$ cat config.mk
export PLATFORM = sky130hd
export DESIGN_NAME = fetch_ctrl
export DESIGN_NICKNAME = d
export VERILOG_FILES = /design/src/rtl/fetch_pkg.sv /design/src/rtl/fetch_ctrl_sat_counter.sv /design/src/rtl/fetch_ctrl.sv
export SDC_FILE = /design/constraint.sdc
export NUM_CORES = 1
export LEC_CHECK = 0
export CAP_MARGIN = 10
export CORE_MARGIN = 3
export CORE_UTILIZATION = 40
export DETAILED_ROUTE_END_ITERATION = 6
export GPL_TIMING_DRIVEN = 0
export PLACE_DENSITY = 0.83
export SLEW_MARGIN = 25
export SYNTH_ARGS = -nofsm -noshare
export SYNTH_HDL_FRONTEND = slang
export SYNTH_HIERARCHICAL = 1
export SYNTH_SLANG_ARGS = --single-unit
$ cat constraint.sdc
create_clock -name clk_in -period 3.1 [get_ports clk_in]
set_input_delay 0.465 -clock clk_in [delete_from_list [all_inputs] [get_ports clk_in]]
set_output_delay 0.465 -clock clk_in [all_outputs]
set_load 0.02 [all_outputs]
$ cat src/rtl/fetch_pkg.sv
// fetch_pkg: shared state encoding and constants for the instruction-fetch sequencer
package fetch_pkg;
  typedef enum logic [1:0] {IDLE, ISSUE, WAIT, HOLD} fetch_state_e;
  localparam logic [31:0] NOP_INSTR = 32'h0000_0013;
endpackage

$ cat src/rtl/fetch_ctrl_sat_counter.sv
// sat_counter: saturating up-counter with synchronous clear
//   clk_in/rst_in : clock, async active-low reset
//   inc_in        : count one event this cycle
//   clear_in      : return to zero
//   count_out     : current count, sticks at all-ones
module sat_counter #(
  parameter int WIDTH = 32
) (
  input  logic             clk_in,
  input  logic             rst_in,
  input  logic             inc_in,
  input  logic             clear_in,
  output logic [WIDTH-1:0] count_out
);
  always_ff @(posedge clk_in or negedge rst_in)
    if (!rst_in) count_out <= '0;
    else if (clear_in) count_out <= '0;
    else if (inc_in && !(&count_out)) count_out <= count_out + 1'b1;
endmodule

$ cat src/rtl/fetch_ctrl.sv
// fetch_ctrl: IF-stage sequencer with single-outstanding imem requests and a one-entry output buffer
//   PC control : pc_current_in -> pc_src_out / pc_branch_out / pc_en_out
//   redirect   : branch_taken_in, branch_target_in
//   imem       : imem_req_out, imem_addr_out, imem_rvalid_in, imem_rdata_in
//   decode     : stall_in, instr_valid_out, instr_out, instr_pc_out
//   FETCH_CTRL_PERF_EN adds fetch/stall/flush saturating counters as outputs
module fetch_ctrl
  import fetch_pkg::*;
#(
  parameter int WIDTH = 32
) (
  input  logic             clk_in,
  input  logic             rst_in,
  input  logic [WIDTH-1:0] pc_current_in,
  output logic             pc_src_out,
  output logic [WIDTH-1:0] pc_branch_out,
  output logic             pc_en_out,
  input  logic             branch_taken_in,
  input  logic [WIDTH-1:0] branch_target_in,
  output logic             imem_req_out,
  output logic [WIDTH-1:0] imem_addr_out,
  input  logic             imem_rvalid_in,
  input  logic [31:0]      imem_rdata_in,
  input  logic             stall_in,
  output logic             instr_valid_out,
  output logic [31:0]      instr_out,
  output logic [WIDTH-1:0] instr_pc_out
`ifdef FETCH_CTRL_PERF_EN
  ,
  output logic [WIDTH-1:0] fetch_count_out,
  output logic [WIDTH-1:0] stall_count_out,
  output logic [WIDTH-1:0] flush_count_out
`endif
);
  fetch_state_e     state_q;
  logic             drop_q;
  logic             req_q;
  logic             valid_q;
  logic [31:0]      instr_q;
  logic [WIDTH-1:0] instr_pc_q;
  logic [WIDTH-1:0] req_pc_q;
  logic             consume;
  assign consume         = (state_q == HOLD) && !stall_in && !branch_taken_in;
  assign pc_en_out       = branch_taken_in || ((state_q == HOLD) && !stall_in);
  assign pc_src_out      = branch_taken_in;
  assign pc_branch_out   = branch_target_in;
  assign imem_req_out    = req_q;
  assign imem_addr_out   = pc_current_in;
  assign instr_valid_out = valid_q;
  assign instr_out       = instr_q;
  assign instr_pc_out    = instr_pc_q;
  // req_q is set on every transition into ISSUE so the request pulse is registered
  always_ff @(posedge clk_in or negedge rst_in)
    if (!rst_in) begin
      state_q    <= IDLE;
      drop_q     <= 1'b0;
      req_q      <= 1'b0;
      valid_q    <= 1'b0;
      instr_q    <= NOP_INSTR;
      instr_pc_q <= '0;
      req_pc_q   <= '0;
    end else begin
      case (state_q)
        IDLE: begin
          state_q <= ISSUE;
          req_q   <= 1'b1;
        end
        ISSUE: begin
          req_pc_q <= pc_current_in;
          req_q    <= 1'b0;
          state_q  <= WAIT;
          if (branch_taken_in) drop_q <= 1'b1;
        end
        WAIT: begin
          if (imem_rvalid_in) begin
            // a response for a squashed request (or one racing a redirect) is discarded
            if (drop_q || branch_taken_in) begin
              drop_q  <= 1'b0;
              req_q   <= 1'b1;
              state_q <= ISSUE;
            end else begin
              instr_q    <= imem_rdata_in;
              instr_pc_q <= req_pc_q;
              valid_q    <= 1'b1;
              state_q    <= HOLD;
            end
          end else if (branch_taken_in) drop_q <= 1'b1;
        end
        HOLD: begin
          if (branch_taken_in || !stall_in) begin
            valid_q <= 1'b0;
            req_q   <= 1'b1;
            state_q <= ISSUE;
          end
        end
        default: state_q <= IDLE;
      endcase
    end
`ifdef FETCH_CTRL_PERF_EN
  sat_counter #(.WIDTH(WIDTH)) u_fetch_cnt (
    .clk_in(clk_in), .rst_in(rst_in), .inc_in(consume), .clear_in(1'b0), .count_out(fetch_count_out)
  );
  sat_counter #(.WIDTH(WIDTH)) u_stall_cnt (
    .clk_in(clk_in), .rst_in(rst_in), .inc_in((state_q == HOLD) && stall_in), .clear_in(1'b0),
    .count_out(stall_count_out)
  );
  sat_counter #(.WIDTH(WIDTH)) u_flush_cnt (
    .clk_in(clk_in), .rst_in(rst_in), .inc_in(branch_taken_in), .clear_in(1'b0), .count_out(flush_count_out)
  );
`else
  logic unused_consume;
  assign unused_consume = consume;
`endif
endmodule

==> results.ini <==
[outcome]
status = finished, final reports clean

[power_and_ir_drop]
leakage_nw = 3.062
peakVddDrop_uv = 428.0
power_per_cell_area_nw_per_um2 = 743.4

[sta]
finalCritPeriodShare = 0.7164
fmax_mhz = 450.3
period_needed_ns = 2.221
drv_slew = 0
finalSetupTns_ns = 0
rsz0062_at_grt = no
skew_ns = 0.01079
finalHoldViolations = 0
fin_ws_ns = 0.8793
slew_headroom = 0.4711
setup-violations-final = 0
tightestPinTransition_ns = 0.7908

[grt]
grt_pass1_wl_um = 16350
track_usage = 0.1638
grt_max_degree = 53
grt_pass1_vias = 3154
antenna_found_initial = 0
gr-total-overflow = 0

[route]
wl_per_cell_um = 15.51
first_iter_violations = 72
drcViolationCount = 0
drt_wl_total_um = 10110
first_pass_iters = 4
vias = 2964
ant_nets = 0
vias_per_cell = 4.546

[final_layout]
fin_nets = 618
antenna_cells = 0
synthToLayoutAreaGrowth_pct = 53.90
final.fill_count = 775
regArea_um2 = 2531
final_layout_size_suffix_gt1_frac = 0.3663
multi_input_comb_area_um2 = 1286

[synthesis]
ys_seq_area_frac = 0.5733
synth_nets = 407
synth_area_um2 = 4415
yosysTopAreaCell = dfrtp_1
ys_ff_latch = 101
synth-edff-count = 0
synthArstFlopShare = 1.000
yosys_warnings = 6
yosysTopAreaCellShare = 0.5554
syn_inst = 301
ys_types = 22
synthFlopType = dfrtp_1
avgSynthCellArea_um2 = 14.67
synth_area_leaders = dfrtp_1 56%, mux2_2 24%, buf_4 11%

[floorplan]
die_h_um = 111.1
coreArea_um2 = 10510
ios = 233
initial_core_util = 0.4202
fp-row-count = 37
die_area_um2 = 12340
die-width_um = 111.1

[place]
place_hpwl_um = 7931
place_ws_ns = 0.6531
gp_congestion = 0.7809
io_buffers = 199

[clock_tree]
path_clk_slew_ns = 0.09
tritoncts = yes
holdBufCountCts = 0
clk_root_buffer_cell = clkbuf_8
clock_latency_ns = 0.35
postCtsSetupRepairBufs = 0
htree_levels = 3
numCtsBuffers = 9
cts_resized = 0
cts_buffer_depth = 2
cts_sinks = 101

[setup_path]
end_kind = output port
critical_path_class = register to output port
critPathArrivalTime_ns = 1.76
crit_fanout = 4
critical_path.startpoint_type = register
worstReg2RegStart = state_q[0]
crit_path_start = state_q[0]
r2r_slack_ns = 0.91
cp.required_ns = 2.63

[run]
max-cap-violations = 0

[worst_hold_path]
hold_class = primary input to asynchronous set/reset pin

-- cell type report --
class | count | share of cell area
buffer | 76 | 0.08525
clock buffer | 10 | 0.01878
clock inverter | 5 | 0.009022
inverter | 5 | 0.002762
multi-input combinational | 119 | 0.1893
sequential | 101 | 0.3725
tap | 136 | 0.02504
timing repair buffer | 200 | 0.2974
-- cell usage after synthesis, types with 2 or more instances --
cell,number
buf_2,4
buf_4,65
buf_6,6
dfrtp_1,98
dfstp_2,3
ha_1,5
inv_1,5
mux2_1,5
mux2_2,93
nand2_1,2
o211ai_1,2
o21a_1,2
o21ai_0,2
-- layout by cell type (no fill, tap or decap), drive strengths merged --
cell / count
inv: 6
a21o: 1
mux2i: 1
o211ai: 2
dfrtp: 98
a21oi: 1
a221o: 1
o21ai: 2
clkdlybuf4s50: 198
mux2: 98
o21a: 2
clkinv: 3
ha: 5
bufinv: 1
or3b: 1
buf: 77
nor4b: 1
clkbuf: 11
dfstp: 3
nor3: 1
nand2b: 1
nand2: 2
-- registers in the layout, indices dropped and copies added, names as in the netlist --
| signal | cells |
|---|---|
| imem_req_out | 1 |
| instr_out | 32 |
| req_pc_q | 32 |
| state_q | 2 |
| drop_q | 1 |
| instr_pc_out | 32 |
| instr_valid_out | 1 |
-- final timing paths --
path                                     to  cells after the start
min reg2reg                instr_pc_out[11]                      1
max in group asynchronous      instr_out[4]                      2
max reg2reg                   instr_out[27]                      6
min in group clk_in        instr_pc_out[11]                      1
min                            instr_out[9]                      1
max                               pc_en_out                      3
-- critical path: stages, from the launching register on --
cell and delay, ns:
dfrtp_1 0.43, ha_1 0.26, a21o_1 0.18, clkdlybuf4s50_1 0.55
-- where the power goes --
part           total [mW]  internal (mW)  switching (mW)
logic                2.13           1.20           0.932
registers            2.11           1.84           0.271
clock network       0.804          0.374           0.430
total                5.05           3.42            1.63
-- per-stage QoR --
| step | utilization | hold WS, ns | power [mW] | std cells | area (um2) |
|---|---|---|---|---|---|
| 2_1_floorplan | - | 0.1694 | 3.290 | 301 | 4415 |
| 3_5_place_dp | 0.6286 | 0.4385 | 4.320 | 637 | 6606 |
| 6_report | 0.6466 | 0.04420 | 5.052 | 652 | 6795 |
| 5_1_grt | 0.6466 | 0.05513 | 5.371 | 652 | 6795 |
| 3_3_place_gp | 0.6259 | 0.4662 | 4.221 | 636 | 6578 |
| 4_1_cts | 0.6466 | 0.04612 | 5.143 | 652 | 6795 |
-- routing by layer --
layer,up-vias,GRT usage,routed length [um]
li1,1385,-,-
met1,1431,0.1859,3710
met2,136,0.3022,5482
met3,12,0.04694,796
met4,0,0.04136,125
met5,-,0,0
-- logic make-up (layout without fill, tap and decap cells) --
group / count (synthesis) / in the layout / synth area share
buffers and inverters: 81 / 296 / 0.1354
adder cells (fa/ha/maj): 5 / 5 / 0.01417
AND/OR/NAND/NOR: 6 / 6 / 0.01077
AO/OA/AOI/OAI: 9 / 9 / 0.01417
flip-flops: 101 / 101 / 0.5733
multiplexers: 99 / 99 / 0.2522
No activity file was read; power rests on OpenSTA's default activity.
==> patch (same settings) <==
Set the parameter `WIDTH` to 48 (it was 32).
--- a/src/rtl/fetch_ctrl.sv
+++ b/src/rtl/fetch_ctrl.sv
@@ -8,5 +8,5 @@
   import fetch_pkg::*;
 #(
-  parameter int WIDTH = 32
+  parameter int WIDTH = 48
 ) (
   input  logic             clk_in,
Interface: changed (5 resized); port bits go from 233 to 313. No check against the original RTL was run, so the function may have changed too.
==> patch against the original RTL <==
Clock power grew 120%. Design area grew 37%. Routed wire length grew 43%. Sequential share of layout area shrank 1.5 points. Power grew 48%. Worst setup slack lost 0.10 ns. Sequential cell count grew 32. Area after synthesis grew 33%. Highest routed layer unchanged.
==> patch: results (changes against the original RTL) <==
post-synthesis compound-gate area fraction 0.0108 (-0.00334); status complete, no violations; DP Wirelength 11200 µm (+41%); share of post-route cells with drive strength above 1 0.394 (+0.0277); sequential area share after synthesis 0.565 (-0.00798); most frequent cells after synthesis dfrtp_1 (130), mux2_2 (120), buf_4 (97); Worst R2R End instr_pc_out[20]; drt wl/cell 16.5 µm (+6.3%); hold crit path type primary input to register; Clock Skew 0.00527 ns (-0.00552 ns); Port-buffer cells 263 (+32%); Final nets 823 (+33%); Area contributors post-synth dfrtp_1 (55%), mux2_2 (23%), buf_4 (12%); Startpoint Class register; FFs w/ async S/R, synth 1.00 (unchanged); Max IR drop VDD 0.514 mV (+20%); worst-skew pair later-pin latency 0.40 ns (+0.05 ns); placer congestion estimate 0.780 (-0.15%); DR iter-0 viols 116 (+61%); initial core utilization 0.417 (-0.00360); Max Clock Freq 0.431 GHz (-4.3%); number of global-route vias before repair 4355 (+38%); dpl ws 0.737 ns (+0.0842 ns); largest net degree at the start of global routing 80 (+51%); hold_buf cts 1 (+1); GRT Overall Usage 0.178 (+0.0138); Mapped Cells 401 (+33%); Int Power 5.18 mW (+52%); H-tree Lvls 4 (+1); post-synthesis mux area share 0.256 (+0.00423); Mapped Nets 539 (+32%); Synth Area in Adders 0.0106 (-0.00355); via/cell ratio 4.57 (+0.47%); Tightest Pin Transition 0.670 ns (-0.121 ns); DRC errors left 0 (unchanged); Crit. Startpoint state_q[1]; total CTS buffers 17 (+8); Crit Path Max Fanout 5 (+1); first-pass GRT wire length 22700 µm (+39%); placed cell count 845 (+33%); FF-to-FF setup slack 0.96 ns (+0.05 ns); LEAKAGE 4.20 nW (+37%); clock root buffer clkbuf_16; Placed Instance Area 8780 µm² (+33%); origin of the critical flop-to-flop path state_q[0]; via count 4010 (+35%)
-- patch: cell count changes after synthesis, sizes merged --
cell | unedited run | this run
buf | 75 | 111
dfrtp | 98 | 130
mux2 | 98 | 130
-- patch: worst min-delay path by stage --
stage	slack, ns	to	cells after the start
after global routing	0.42	drop_q	3
after detailed placement	0.41	instr_pc_out[42]	1
final	0.42	drop_q	3
after floorplan	0.17	drop_q	0
after global placement	0.48	instr_pc_out[12]	1
after CTS	0.40	drop_q	3
-- patch: per-layer routing --
| layer | vias up | global-route usage | wire length (µm) |
|---|---|---|---|
| met3 | 10 | 0.0652 | 1250 |
| met2 | 176 | 0.335 | 7950 |
| met5 | - | 0 | 0 |
| met1 | 1985 | 0.187 | 5180 |
| met4 | 0 | 0.0410 | 92 |
| li1 | 1839 | - | - |
-- patch: logic make-up after synthesis --
logic type,Yosys count
flip-flops,133
adder cells (fa/ha/maj),5
AND/OR/NAND/NOR,6
buffers and inverters,117
multiplexers,131
AO/OA/AOI/OAI,9
-- patch: layout make-up --
type / instances / area, µm²
Sequential cell: 133 / 3330
Inverter: 5 / 18.8
Clock inverter: 5 / 27.5
Fill cell: 1035 / 4820
Buffer: 112 / 858
Clock buffer: 27 / 503
Tap cell: 180 / 225
Multi-Input combinational cell: 151 / 1690
Timing Repair Buffer: 265 / 2680
-- patch: critical path: stages (launching register included) --
cell             delay (ns)
dfrtp_1                0.43
ha_1                   0.25
a21o_2                 0.22
clkdlybuf4s50_1        0.56
-- patch: power by group through the flow --
stage	Clock (mW)	Combinational, mW	Sequential (mW)
4_1_cts	1.82	2.92	2.84
3_3_place_gp	0	2.83	2.80
6_report	1.78	2.87	2.84
2_1_floorplan	0	1.18	3.23
5_1_grt	1.90	3.04	2.93
3_5_place_dp	0	2.91	2.86
